--- config.mk ---
export PLATFORM = sky130hd
export DESIGN_NAME = mem_access_unit
export DESIGN_NICKNAME = d
export VERILOG_FILES = /design/src/rtl/mem_access_unit.sv
export SDC_FILE = /design/constraint.sdc
export NUM_CORES = 1
export LEC_CHECK = 0
export CORE_ASPECT_RATIO = 0.8
export CORE_MARGIN = 2
export CORE_UTILIZATION = 40
export DETAILED_ROUTE_END_ITERATION = 7
export GPL_ROUTABILITY_DRIVEN = 0
export PLACE_DENSITY = 0.71
export SKIP_LAST_GASP = 1
export SLEW_MARGIN = 20
export SYNTH_ARGS = -nofsm -noshare
export SYNTH_HDL_FRONTEND = slang
export SYNTH_SLANG_ARGS = --single-unit
--- constraint.sdc ---
create_clock -name clk -period 4.1 [get_ports clk]
set_input_delay 0.82 -clock clk [delete_from_list [all_inputs] [get_ports clk]]
set_output_delay 0.82 -clock clk [all_outputs]
set_load 0.01 [all_outputs]
--- src/rtl/mem_access_unit.sv ---
// mem_access_unit: MEM-stage initiator for a big-endian 4-byte-wide memory.
// Define ALIGN_CHECK_EN to add addr_err and skip memory on misaligned requests.
module mem_access_unit #(
  parameter int RD_WAIT = 2
) (
  input  logic        clk,
  input  logic        rst_n,
  input  logic        req_valid,
  output logic        req_ready,
  input  logic        req_write,
  input  logic [1:0]  req_size,
  input  logic        req_signed,
  input  logic [31:0] req_addr,
  input  logic [31:0] req_wdata,
  output logic        resp_valid,
  output logic [31:0] resp_rdata,
  output logic        busy,
`ifdef ALIGN_CHECK_EN
  output logic        addr_err,
`endif
  output logic [31:0] mem_address,
  output logic [31:0] mem_write_data,
  output logic        mem_read,
  output logic        mem_write,
  input  logic [31:0] mem_data
);

  localparam int CW = $clog2(RD_WAIT + 1);

  typedef enum logic [1:0] {
    IDLE,
    READ,
    WRITE,
    RESP
  } state_t;

  state_t        state;
  state_t        state_nx;
  logic [CW-1:0] cnt;
  logic [1:0]    size_q;
  logic          signed_q;
  logic          write_q;
  logic [15:0]   wdata_q;
  logic          accept;
  logic          is_word;
  logic          cnt_done;
  logic          misal;
  logic [31:0]   ld_data;
  logic [31:0]   st_data;

  assign accept     = req_valid & req_ready;
  assign is_word    = req_size[1];
  assign cnt_done   = (cnt == '0);
  assign req_ready  = (state == IDLE);
  assign resp_valid = (state == RESP);
  assign busy       = (state != IDLE);

`ifdef ALIGN_CHECK_EN
  assign misal = ((req_size == 2'b01) && req_addr[0]) ||
                 (req_size[1] && (req_addr[1:0] != 2'b00));
`else
  assign misal = 1'b0;
`endif

  always_comb begin
    ld_data = mem_data;
    unique case (1'b1)
      size_q == 2'b00:
        ld_data = {{24{signed_q & mem_data[31]}}, mem_data[31:24]};
      size_q == 2'b01:
        ld_data = {{16{signed_q & mem_data[31]}}, mem_data[31:16]};
      default:
        ld_data = mem_data;
    endcase
  end

  // sub-word store: new bytes land at A (and A+1), rest is read back
  always_comb begin
    st_data = {wdata_q, mem_data[15:0]};
    if (size_q == 2'b00)
      st_data = {wdata_q[7:0], mem_data[23:0]};
  end

  always_comb begin
    state_nx = state;
    unique case (state)
      IDLE: begin
        if (accept) begin
          if (misal)
            state_nx = RESP;
          else if (req_write && is_word)
            state_nx = WRITE;
          else
            state_nx = READ;
        end
      end
      READ:    if (cnt_done) state_nx = write_q ? WRITE : RESP;
      WRITE:   state_nx = RESP;
      RESP:    state_nx = IDLE;
      default: state_nx = IDLE;
    endcase
  end

  always_ff @(posedge clk or negedge rst_n) begin
    if (!rst_n)
      state <= IDLE;
    else
      state <= state_nx;
  end

  always_ff @(posedge clk or negedge rst_n) begin
    if (!rst_n) begin
      cnt            <= '0;
      size_q         <= '0;
      signed_q       <= 1'b0;
      write_q        <= 1'b0;
      wdata_q        <= '0;
      resp_rdata     <= '0;
      mem_address    <= '0;
      mem_write_data <= '0;
      mem_read       <= 1'b0;
      mem_write      <= 1'b0;
`ifdef ALIGN_CHECK_EN
      addr_err       <= 1'b0;
`endif
    end else begin
      unique case (state)
        IDLE: begin
          if (accept) begin
            mem_address <= req_addr;
            size_q      <= req_size;
            signed_q    <= req_signed;
            write_q     <= req_write;
            wdata_q     <= req_wdata[15:0];
`ifdef ALIGN_CHECK_EN
            addr_err    <= misal;
`endif
            if (!misal) begin
              if (req_write && is_word) begin
                mem_write      <= 1'b1;
                mem_write_data <= req_wdata;
              end else begin
                mem_read <= 1'b1;
                cnt      <= CW'(RD_WAIT - 1);
              end
            end
          end
        end
        READ: begin
          if (cnt_done) begin
            mem_read <= 1'b0;
            if (write_q) begin
              mem_write      <= 1'b1;
              mem_write_data <= st_data;
            end else begin
              resp_rdata <= ld_data;
            end
          end else begin
            cnt <= cnt - CW'(1);
          end
        end
        WRITE: mem_write <= 1'b0;
        RESP: begin
`ifdef ALIGN_CHECK_EN
          addr_err <= 1'b0;
`endif
        end
        default: ;
      endcase
    end
  end

endmodule

Word level (Yosys, flattened, before mapping). Index checks and enable logic that the tools add are counted.

Bits in registers: 122. Input port bits: 103. Output and inout bits: 101. Logic and storage cells: 64.

Add/subtract/negate cells: 1. Equality and inequality tests: 10. Muxes and demuxes: 25. Bitwise operators: 3. Reductions and logical operators: 14.

Operator list (count): $mux W32 (5); $pmux W32 S2 (2); $mux W2 (6); $reduce_and A5 Y1 (2); $mux W1 (8); $ne A2 B2 Y1 const B (4); $pmux W2 S4 (1); $reduce_and A4 Y1 (2); $logic_not A2 Y1 (3); $eq A2 B1 Y1 const B (2); $eq A2 B2 Y1 const B (2); $ne A2 B1 Y1 const B (2); $pmux W2 S2 (1); $reduce_and A2 Y1 (2); $reduce_bool A2 Y1 (2); $pmux W1 S3 (1); $reduce_and A3 Y1 (1); $reduce_bool A3 Y1 (1); $and A1 B1 Y1 (2); $pmux W1 S2 (1); $sub A2 B1 Y2 const B (1); $logic_and A1 B1 Y1 (1); $not A1 Y1 (1).

Depth between registers and ports, before layout.
Depth in word-level cells: 5. Depth in mapped cells: 9. Gate-level depth less buffers: 6.

Worst setup path before layout. No wires, ideal clock.

Path kind: register to register. Start: reg state[0]. End: reg mem_write_data[10]. Library setup time: 0.125 ns. Arrival: 2.097 ns. Required time: 3.975 ns. Setup slack: 1.878 ns. Cell stages (with the launch flop): 10. Buffers on the path: 3. Clock period less this slack: 2.222 ns. Cell sequence: dfrtp_1 > inv_1 > ha_1 > buf_6 > clkinv_2 > o22ai_2 > or4_4 > buf_6 > buf_6 > mux2_4.

Cells in the longest elaborated chain, start to end: 4. Elaborated cells between the ends (all ways): 10. Those cells by class: eq/ne (5); mux (1); bitwise (1); reduce/logical (3).

Ends and longest elaborated chain: start: declaration (line 37) `state_t state;`; start signal: assignment (line 108) `state <= state_nx;`; $logic_not A2 Y1 * (line 54) `assign req_ready = (state == IDLE);`; via req_ready (line 9) `output logic req_ready,`; $and A1 B1 Y1 (line 51) `assign accept = req_valid & req_ready;`; $ne A2 B1 Y1 (no line); $reduce_and A5 Y1 (no line); end signal: assignment (line 141) `mem_write_data <= req_wdata;`; end signal: assignment (line 154) `mem_write_data <= st_data;`; end: declaration (line 22) `output logic [31:0] mem_write_data,`.

Mark *: on every way through the listed nets, which the timed path passes. The rest lies on a longest branch. A chain may end at the register's enable or synchronous reset.

Final worst setup path.
Start: reg state[0]. End: out busy.

Cells in the longest elaborated chain, start to end: 1.

Ends and longest elaborated chain: $reduce_bool A2 Y1 (line 56) `assign busy = (state != IDLE);`; end: declaration (line 17) `output logic busy,`.

Every way passes these cells.

==> results.txt <==
----------------------------------------------------
[Floorplan]
  Starting density of the core ... between 40 and 50%
  Core area ... 13,650 um2
  Horizontal die dimension ... 136.7 um
  Num ports ... 204
  Die footprint ... 15,060 um2
  Placement Rows ... 38
  Height of the die ... between 100 and 150 um

[CTS]
  Setup fix buffers added after clock tree synthesis ... 0
  Hold bufs inserted after CTS ... 0
  TritonCTS clock tree ... yes
  Clock root buffer ... clkbuf_16
  Register clock-pin slew on the reported worst setup and hold paths ... roughly 0.050 ns
  TritonCTS Buffers ... 17
  Worst-skew pair later-pin latency ... 0.41 ns
  Sinks on the clock net ... 122
  Cts repair resizes ... 0
  Maximum buffer depth of the clock tree ... 2
  Level count of the clock H-tree ... 4

[GRT]
  Global Route met1 Usage ... around a third
  Vias in the first global route ... 4,655
  Maximum number of pins on one net before global-route repair ... 80
  Number of antenna violations at the first check in global routing ... 0
  GR Util All Layers ... 22.56%
  Busiest grt layer ... met2
  Met3 layer usage reported by global route ... 5.578%
  First-pass GRT wire length ... 25.32 mm
  Met2 Use GR ... 33.36%
  Grt ovf ... 0

[Synth]
  Number of distinct standard cells referenced by the synthesized netlist ... 33
  Area share of the leading cell type in the synthesized netlist ... 54.16%
  Post-synth EDFFs ... 0
  Commonest cells in the synthesized netlist ... 122 x dfrtp_1, 71 x mux2_2, 70 x nand2_1
  Number of standard cells after synthesis ... 497
  Most common cell in the netlist ... dfrtp_1
  Mapped Avg Cell Area ... roughly 11 um2
  Seq/Total Area, Yosys ... 54.16%
  Top_reg_cell synth ... dfrtp_1
  Post-synthesis cell type with the largest combined area ... dfrtp_1
  Fraction of registers with async set or reset after synthesis ... 100.0%
  Cells taking the most area after synthesis ... dfrtp_1 54%, mux2_2 14%, nand2_1 4.7%
  Synth Cell Area ... 5637 um2
  Yosys warns ... 0
  Post-synthesis register bit count ... 122
  Mapped Nets ... between 600 and 700

[Worst setup path]
  Largest delay share family, worst path ... buffers and inverters
  Reg2reg setup slack ... 1.11 ns
  Depth of the critical timing path with buffers and inverters included ... 4
  Largest stage delay, worst path ... 0.82 ns
  Worst path required time ... 3.28 ns
  CP Launch Type ... register
  Crit path launch ... state[0]
  Critical-path top delay cell ... ha_1
  Chain of cells forming the critical path ... inv_1 > ha_1 > clkinv_2 > clkdlybuf4s50_1
  Worst Path Buf+Inv ... 3
  Signal arrival time at the worst endpoint ... 2.57 ns
  Capture point of the worst path ... busy
  Maximum fanout encountered on the critical timing path ... 27
  Sort of element at the end of the critical path ... output port
  Number of cell instances on the worst register-to-register path ... 5
  Type of the setup path with the least slack ... reg -> out
  Reg2Reg Capture Point ... mem_address[12]
  Worst reg2reg path startpoint ... state[0]

[Pwr]
  Combinational power share ... 48.2%
  Tot Pwr ... 7.314 mW
  Net switching power figure ... 2.511 mW
  Leak pwr ... 3.610 nW
  Internal portion of total power ... 4.803 mW
  PD cells ... approximately 870 nW/um2
  VDD IR-drop max ... 403.3 uV
  Sequential fraction of design power ... 31.0%
  Net Sw Frac ... 34.34%
  Clock power frac ... 20.8%

[STA]
  Post-route fraction of the period consumed by the critical path ... approximately 83%
  Number of hold violations in the final report ... 0
  Maximum clock frequency ... roughly 0.30 GHz
  Max-slew violation count ... 0
  Max transition margin ... 34.30%
  TNS Setup ... 0 ns
  Actual slew at the worst max-slew pin ... 0.9855 ns
  Clock tree skew after final layout ... 0.006542 ns
  Setup-violating endpoint count in the final report ... 0
  Final Critical Period ... 3.386 ns
  RSZ-0062 raised after global routing ... no

[Layout]
  Area taken by multi-input logic gates ... 2390 um2
  Final non-filler cell total ... about 900
  Fraction of layout cells with a size suffix above 1 ... 19.01%
  Final nets ... 804
  Synth-to-Final Area Change ... 49.48%
  Filler cell count ... 1,071
  Area taken by flip-flops and latches ... between 3000 and 4000 um2
  Diode insertion count for antenna repair ... 0

[Flow run]
  Max cap viols ... 0

[Placement]
  Port buffer count ... 203
  Placed cell count ... 854
  Post-detail-place hpwl ... 12.33 mm

[Routing]
  Total Routed Length ... between 15 and 20 mm
  Routed vias ... 4,664
  Post-route antenna net violation count ... 0
  Number of DRC markers in iteration 0 ... 362
  Wire per inst ... 18.78 um
  First-pass iteration count of the detailed router ... 5
  Post-detailed-route via-to-cell ratio ... roughly 5.3
  DRC errors left ... 0

[Status]
  Status ... finished, final reports clean

[Min path]
  Type of the most critical hold path ... in -> async

----------------------------------------------------
[flip-flops by register name, indices dropped and copies added (netlist names)]
name,count
mem_write,1
signed_q,1
state,2
mem_read,1
mem_address,32
wdata_q,16
resp_rdata,32
cnt,2
mem_write_data,32
write_q,1
size_q,2
[power groups by stage]
stage | Clock [mW] | Sequential [mW] | Combinational (mW)
after floorplan | 0 | 2.39 | 1.84
after global routing | 1.60 | 2.35 | 3.82
final | 1.52 | 2.27 | 3.53
after CTS | 1.55 | 2.26 | 3.55
after detailed placement | 0 | 2.27 | 3.53
after global placement | 0 | 2.24 | 3.45
[routing by layer]
layer / part of all wire, % / wire length, um / vias up
met5: 0 / 0 / -
met4: 2.3 / 375 / 0
met3: 6.8 / 1123 / 27
met2: 46 / 7568 / 191
met1: 45 / 7557 / 2299
li1: - / - / 2147
[cell usage in the layout, fill, tap and decap left out, drive strengths merged]
cell             n
a31oi           17
buf             10
clkdlybuf4s50  202
o221ai           1
o31ai            1
nand3            4
o21ai           29
a21oi           48
inv              9
clkbuf          22
nor3             2
a21boi           1
nor2            28
a22o            16
o22ai            1
clkinv           5
bufinv           3
mux2i           10
or4              1
a32oi            1
o2bb2ai          1
dfrtp          122
ha               7
mux2            85
nand2           70
nand2b           1
a2111oi          1
a311oi           2
nor2b            3
clkinvlp         1
or2              1
[worst min-delay path by stage]
stage	from	end	slack (ns)	cells past startpoint
5_1_grt	rst_n	resp_rdata[23]	0.34	1
3_3_place_gp	resp_rdata[9]	resp_rdata[9]	0.47	2
2_1_floorplan	wdata_q[10]	wdata_q[10]	0.48	1
3_5_place_dp	resp_rdata[6]	resp_rdata[6]	0.47	2
6_report	rst_n	resp_rdata[1]	0.32	1
4_1_cts	resp_rdata[6]	resp_rdata[6]	0.48	2
[kinds of logic (layout without fill, tap and decap cells)]
family                     count (synthesis)  count (layout)  share of synthesized area [%]
buffers and inverters                     44             252                          3.618
DFF                                      122             122                          54.16
muxes                                     95              95                          19.69
AOI/OAI and AO/OA                        119             119                          13.16
adders and majority gates                  7               7                          1.554
and+or+nand+nor                          110             110                          7.814
[area by class of cell]
cell class / count / area share [%]
Timing Repair Buffer: 212 / 25.13
Multi-Input combinational cell: 331 / 28.36
Clock inverter: 8 / 1.396
Inverter: 10 / 0.4604
Clock buffer: 22 / 5.747
Tap cell: 180 / 2.673
Sequential cell: 122 / 36.23
[stage by stage]
stage                     setup slack (ns)  utilization (%)  cell area [um2]  hold slack, ns
after detailed placement             1.171            57.12             7794          0.4723
after global routing                0.5756            61.75             8426          0.3365
after CTS                           0.7342            61.53             8396          0.4842
final                               0.7137            61.75             8426          0.3244
after global placement               1.266            57.12             7794          0.4662
after floorplan                      1.878                -             5637          0.4793
(Power assumes the default switching activity.)
